[src/rtl/yc_pkg.sv]
// Shared types and helpers for the Y/C sync inserter output stage.
package yc_pkg;

    typedef enum logic [1:0] {
        IDLE,
        SYNC,
        BPORCH,
        ACTIVE
    } line_state_t;

    localparam logic [7:0] C_ZERO = 8'd128;

    function automatic logic [7:0] sat_u8(input logic signed [9:0] v);
        if (v < 10'sd0)
            return 8'd0;
        else if (v > 10'sd255)
            return 8'd255;
        else
            return v[7:0];
    endfunction

endpackage

[src/rtl/yc_sat_add.sv]
// Registered signed add of two 10-bit operands, clamped to an unsigned byte.
module yc_sat_add
    import yc_pkg::*;
#(
    parameter logic [7:0] RESET_VALUE = 8'd0
) (
    input  logic              clk,
    input  logic              reset_n,
    input  logic signed [9:0] a,
    input  logic signed [9:0] b,
    output logic [7:0]        sum_o
);

    logic signed [9:0] sum;

    assign sum = a + b;

    always_ff @(posedge clk) begin
        if (!reset_n)
            sum_o <= RESET_VALUE;
        else
            sum_o <= sat_u8(sum);
    end

endmodule

[src/rtl/yc_sync_inserter.sv]
// Analog video output stage: inserts sync tip and blanking into luma, zeroes
// chroma during sync and forms a clamped composite sum, with 3 clocks of latency.
module yc_sync_inserter
    import yc_pkg::*;
#(
    parameter logic [7:0]  SYNC_LEVEL  = 8'd0,
    parameter logic [7:0]  BLANK_LEVEL = 8'd64,
    parameter logic [8:0]  LUMA_GAIN   = 9'd192,
    parameter logic [11:0] BP_CYCLES   = 12'd200
) (
    input  logic        clk,
    input  logic        reset_n,
    input  logic [23:0] din,
    input  logic        hsync_i,
    input  logic        vsync_i,
    input  logic        csync_i,
    output logic [7:0]  y_o,
    output logic [7:0]  c_o,
    output logic [7:0]  cvbs_o,
    output logic        blank_o,
    output logic        hsync_o,
    output logic        vsync_o,
    output logic        csync_o
);

    // Stage 1 state: line phase and data registered together for the same sample
    line_state_t state;
    logic [11:0] bp_cnt;
    logic        vblank;
    logic        enter_active;
    logic [7:0]  y1;
    logic [7:0]  c1;
    logic        hs1, vs1, cs1;
    logic        unused_din;

    // Stage 2
    logic [16:0] prod;
    logic        active_vid;
    logic [7:0]  base2;
    logic [8:0]  scaled2;
    logic [7:0]  c2;
    logic        blank2;
    logic        hs2, vs2, cs2;

    // Stage 3
    logic signed [9:0] luma_a;
    logic signed [9:0] luma_b;
    logic signed [9:0] luma_sum;
    logic [7:0]        luma_sat;
    logic signed [9:0] cvbs_a;
    logic signed [9:0] chroma_off;

    assign unused_din = ^din[7:0];

    assign enter_active = !csync_i &&
                          ((state == SYNC   && BP_CYCLES == 12'd0) ||
                           (state == BPORCH && bp_cnt == BP_CYCLES - 12'd1));

    // A high csync sample always forces SYNC, aborting any back porch in progress
    always_ff @(posedge clk) begin
        if (!reset_n) begin
            state  <= IDLE;
            bp_cnt <= 12'd0;
            vblank <= 1'b1;
        end else begin
            if (csync_i) begin
                state <= SYNC;
            end else begin
                case (state)
                    SYNC: begin
                        bp_cnt <= 12'd0;
                        state  <= enter_active ? ACTIVE : BPORCH;
                    end
                    BPORCH: begin
                        if (enter_active)
                            state <= ACTIVE;
                        else
                            bp_cnt <= bp_cnt + 12'd1;
                    end
                    default: state <= state;
                endcase
            end

            if (vsync_i)
                vblank <= 1'b1;
            else if (enter_active)
                vblank <= 1'b0;
        end
    end

    always_ff @(posedge clk) begin
        if (!reset_n) begin
            y1  <= 8'd0;
            c1  <= C_ZERO;
            hs1 <= 1'b0;
            vs1 <= 1'b0;
            cs1 <= 1'b0;
        end else begin
            y1  <= din[15:8];
            c1  <= din[23:16];
            hs1 <= hsync_i;
            vs1 <= vsync_i;
            cs1 <= csync_i;
        end
    end

    assign prod       = {9'd0, y1} * {8'd0, LUMA_GAIN};
    assign active_vid = (state == ACTIVE) && !vblank;

    // Luma is kept as base level plus scaled video so stage 3 can saturate it
    always_ff @(posedge clk) begin
        if (!reset_n) begin
            base2   <= BLANK_LEVEL;
            scaled2 <= 9'd0;
            c2      <= C_ZERO;
            blank2  <= 1'b1;
            hs2     <= 1'b0;
            vs2     <= 1'b0;
            cs2     <= 1'b0;
        end else begin
            base2   <= (state == SYNC) ? SYNC_LEVEL : BLANK_LEVEL;
            scaled2 <= active_vid ? prod[16:8] : 9'd0;
            c2      <= (state == SYNC || state == IDLE) ? C_ZERO : c1;
            blank2  <= !active_vid;
            hs2     <= hs1;
            vs2     <= vs1;
            cs2     <= cs1;
        end
    end

    // BLANK_LEVEL plus the largest scaled luma must stay below 512 for the 10-bit sum
    assign luma_a     = signed'({2'b00, base2});
    assign luma_b     = signed'({1'b0, scaled2});
    assign luma_sum   = luma_a + luma_b;
    assign luma_sat   = sat_u8(luma_sum);
    assign cvbs_a     = signed'({2'b00, luma_sat});
    assign chroma_off = signed'({2'b00, c2}) - 10'sd128;

    yc_sat_add #(
        .RESET_VALUE(BLANK_LEVEL)
    ) u_luma_add (
        .clk    (clk),
        .reset_n(reset_n),
        .a      (luma_a),
        .b      (luma_b),
        .sum_o  (y_o)
    );

    yc_sat_add #(
        .RESET_VALUE(BLANK_LEVEL)
    ) u_cvbs_add (
        .clk    (clk),
        .reset_n(reset_n),
        .a      (cvbs_a),
        .b      (chroma_off),
        .sum_o  (cvbs_o)
    );

    always_ff @(posedge clk) begin
        if (!reset_n) begin
            c_o     <= C_ZERO;
            blank_o <= 1'b1;
            hsync_o <= 1'b0;
            vsync_o <= 1'b0;
            csync_o <= 1'b0;
        end else begin
            c_o     <= c2;
            blank_o <= blank2;
            hsync_o <= hs2;
            vsync_o <= vs2;
            csync_o <= cs2;
        end
    end

endmodule
[config.mk]
export PLATFORM = sky130hd
export DESIGN_NAME = yc_sync_inserter
export DESIGN_NICKNAME = d
export VERILOG_FILES = /design/src/rtl/yc_pkg.sv /design/src/rtl/yc_sat_add.sv /design/src/rtl/yc_sync_inserter.sv
export SDC_FILE = /design/constraint.sdc
export NUM_CORES = 1
export LEC_CHECK = 0
export CORE_UTILIZATION = 56
export DETAILED_ROUTE_END_ITERATION = 10
export GPL_TIMING_DRIVEN = 0
export PLACE_DENSITY = 0.81
export SYNTH_ARGS = -nofsm -noshare
export SYNTH_HDL_FRONTEND = slang
export SYNTH_SLANG_ARGS = --single-unit
[constraint.sdc]
create_clock -name clk -period 5.8 [get_ports clk]
set_input_delay 1.16 -clock clk [delete_from_list [all_inputs] [get_ports clk]]
set_output_delay 1.16 -clock clk [all_outputs]
set_load 0.02 [all_outputs]
==> reports/metrics.yaml <==
path_clk_slew_ps: 80
tns_ps: 0
drcViolationCount: 0
arrival_ps: 3280
port-buffer-count: 47
setup_violations: 0
ys_ff_latch: 83
hp-start: "blank2$_SDFF_PN1_"
status: "completed"
core-area_mm2: 0.005642
hold_ws_ps: 414.6
die_area_mm2: 0.006301
via_per_inst: 5.060
final.fill_count: 432
cts_buffer_depth: 2
ant_nets: 0
power-per-cell-area_mw_per_mm2: 266.7
hpwl_um: 4478
post-cts-setup-buffers: 0
overflow: 0
rr_endpoint: "u_cvbs_add.sum_o[7]$_SDFF_PP0_"
fmax_ghz: 0.3352
hold_depth: 1
wl_per_cell_um: 12.90
crit_chain: "ha_1, ha_1, or2_2, ha_1, inv_1, fa_1, nand2b_1, a21oi_1, o221a_4, or3_1, a21oi_2, o21a_1"
drive_gt1_share_pct: 9.415
syn_nets: 385
io_pins: 57
ys_seq_area_share_pct: 49.55
root_buffer: "clkbuf_8"
max_slew_margin_pct: 59.70
place_ws_ps: 2887
cts.sinks: 83
final_area_mm2: 0.004121
grtUsageTotal_pct: 21.29
fin_crit_sh_pct: 51.43
synth-edff-count: 0
cap_violations: 0
cts-htree-levels: 3
syn_area_mm2: 0.003353
rsz0062_at_grt: "no"
leakagePower_nw: 1.688
diodes: 0
start_kind: "register"
dr.first_iter.drc_count: 80
holdBufCountCts: 0
numCtsBuffers: 9
dp.cells: 449
slew_violations: 0
tightest_slew_ps: 599.8
r2r_setup_slack_ps: 2820
synth.area.top_cells: "dfxtp_1, ha_1, and2_1, xnor2_1, nor2_1"
synthFlopType: "dfxtp_1"
grt_pass1_vias: 2205
crit_fanout: 8
clk_latency_ps: 350
cp.required_ps: 6100
grt_pass1_wl_um: 9970
cts_tree: "done"
grt_max_degree: 14
num_vias: 2353
vdd_drop_max_v: 0.0002105
worstSetupEndpointType: "register"
reg2reg_from: "base2[6]$_SDFF_PN1_"
r2r_cells: 12
first_pass_iters: 4
routabilityCongestion: 0.8656
dieHeight_um: 79.38
crit_slowest_cell: "or3_1"
syn_area_per_cell_um2: 10.16
path_class: "register to register"
synthesis.instances: 330
synth_cell_type_count: 49
ys_warn_count: 0
min_to: "blank_o$_SDFF_PN1_"
fin_cells: 465
cp_top_family: "adder cells"
worst_slack_ps: 2817
post-route-util_pct: 73.05
synth_top_area_share_pct: 49.55
worst_clock_skew_ps: 5.047
holdCritPathClass: "register to register"
synth_top_area_cell: "dfxtp_1"
path_buf_inv: 1
hold_viol: 0
final_nets: 443
synthArstFlopShare_pct: 0
drt-total-wl_um: 5997
placed_area_mm2: 0.003914
critPathMaxStageDelay_ps: 340
start_util_pct: 59.44
synthToLayoutAreaGrowth_pct: 22.91
finalCriticalPeriod_ps: 2983
die_w_um: 79.38
path_common_cell: "ha_1"
grt_antenna_before_repair: 0
cts_resized: 0
fin_total_pwr_mw: 1.099
rows: 27
## cells in the final DEF, fill, tap and decap left out, types with 5 or more instances in the layout
| master | count |
|---|---|
| and2_1 | 43 |
| inv_1 | 17 |
| dfxtp_1 | 83 |
| nand2b_1 | 7 |
| or2_2 | 9 |
| o21a_1 | 9 |
| xor2_1 | 8 |
| xnor2_1 | 12 |
| nor3_1 | 5 |
| o21ai_0 | 7 |
| clkbuf_8 | 9 |
| nand2_1 | 10 |
| nor2_1 | 27 |
| a21oi_1 | 11 |
| nand3_1 | 8 |
| clkdlybuf4s50_1 | 47 |
| clkbuf_1 | 6 |
| ha_1 | 24 |
## where the power goes
| group | switching, mW | total, mW | internal [mW] |
|---|---|---|---|
| Sequential | 0.00666 | 0.590 | 0.583 |
| Clock | 0.194 | 0.434 | 0.239 |
| Combinational | 0.0368 | 0.0755 | 0.0386 |
| Total | 0.238 | 1.10 | 0.861 |
## registers in the layout, indices dropped and copies added (netlist names), 2 cells and up
| signal | count |
|---|---|
| bp_cnt | 12 |
| c1 | 8 |
| c2 | 8 |
| c_o | 8 |
| scaled2 | 8 |
| u_cvbs_add.sum_o | 8 |
| u_luma_add.sum_o | 8 |
| y1 | 8 |
| state | 2 |
## cell families after synthesis
family          Yosys count  synth area share, %
xor+xnor                 20                5.224
simple gates            126                21.12
flops                    83                49.55
fa+ha+maj                26                10.15
buf+inv                  25                2.835
compound gates           49                10.82
mux                       1               0.2985
## layer usage
metal | vias up | part of all wire (%) | GRT usage [%]
met5 | - | 0 | 0
met4 | 0 | 4.0 | 15.09
met3 | 17 | 3.4 | 3.771
met2 | 52 | 49 | 36.03
met1 | 1064 | 44 | 24.18
li1 | 1220 | - | -
## cell usage after synthesis (8+ instances only)
master	n
and2_1	43
nand3_1	8
dfxtp_1	83
inv_1	17
or2_2	9
ha_1	24
a21oi_1	11
nor2_1	27
nand2_1	10
xor2_1	8
xnor2_1	12
o21a_1	9
## cell type report
type | instances | area [µm²] | share of cell area [%]
well taps | 72 | 90.09 | 2.186
clock buffers | 10 | 127.6 | 3.097
repair buffers | 47 | 470.5 | 11.41
multi-input cells | 222 | 1597 | 38.74
inverters | 19 | 71.32 | 1.730
plain buffers | 6 | 23.77 | 0.5768
flip-flops and latches | 83 | 1662 | 40.32
clock inverters | 6 | 80.08 | 1.943
## worst max path at each step
| stage | endpoint | slack [ps] | cells past startpoint | from |
|---|---|---|---|---|
| global placement | bp_cnt[0]$_SDFFE_PN0P_ | 2920 | 6 | csync_i |
| CTS | u_cvbs_add.sum_o[7]$_SDFF_PP0_ | 2810 | 12 | base2[6]$_SDFF_PN1_ |
| finish | u_cvbs_add.sum_o[7]$_SDFF_PP0_ | 2820 | 12 | base2[6]$_SDFF_PN1_ |
| detailed placement | u_cvbs_add.sum_o[7]$_SDFF_PP0_ | 2890 | 12 | base2[6]$_SDFF_PN1_ |
| global route | u_cvbs_add.sum_o[7]$_SDFF_PP0_ | 2700 | 12 | base2[6]$_SDFF_PN1_ |
| floorplan | u_cvbs_add.sum_o[3]$_SDFF_PP0_ | 3230 | 12 | base2[6]$_SDFF_PN1_ |
No activity file was read; power rests on OpenSTA's default activity.
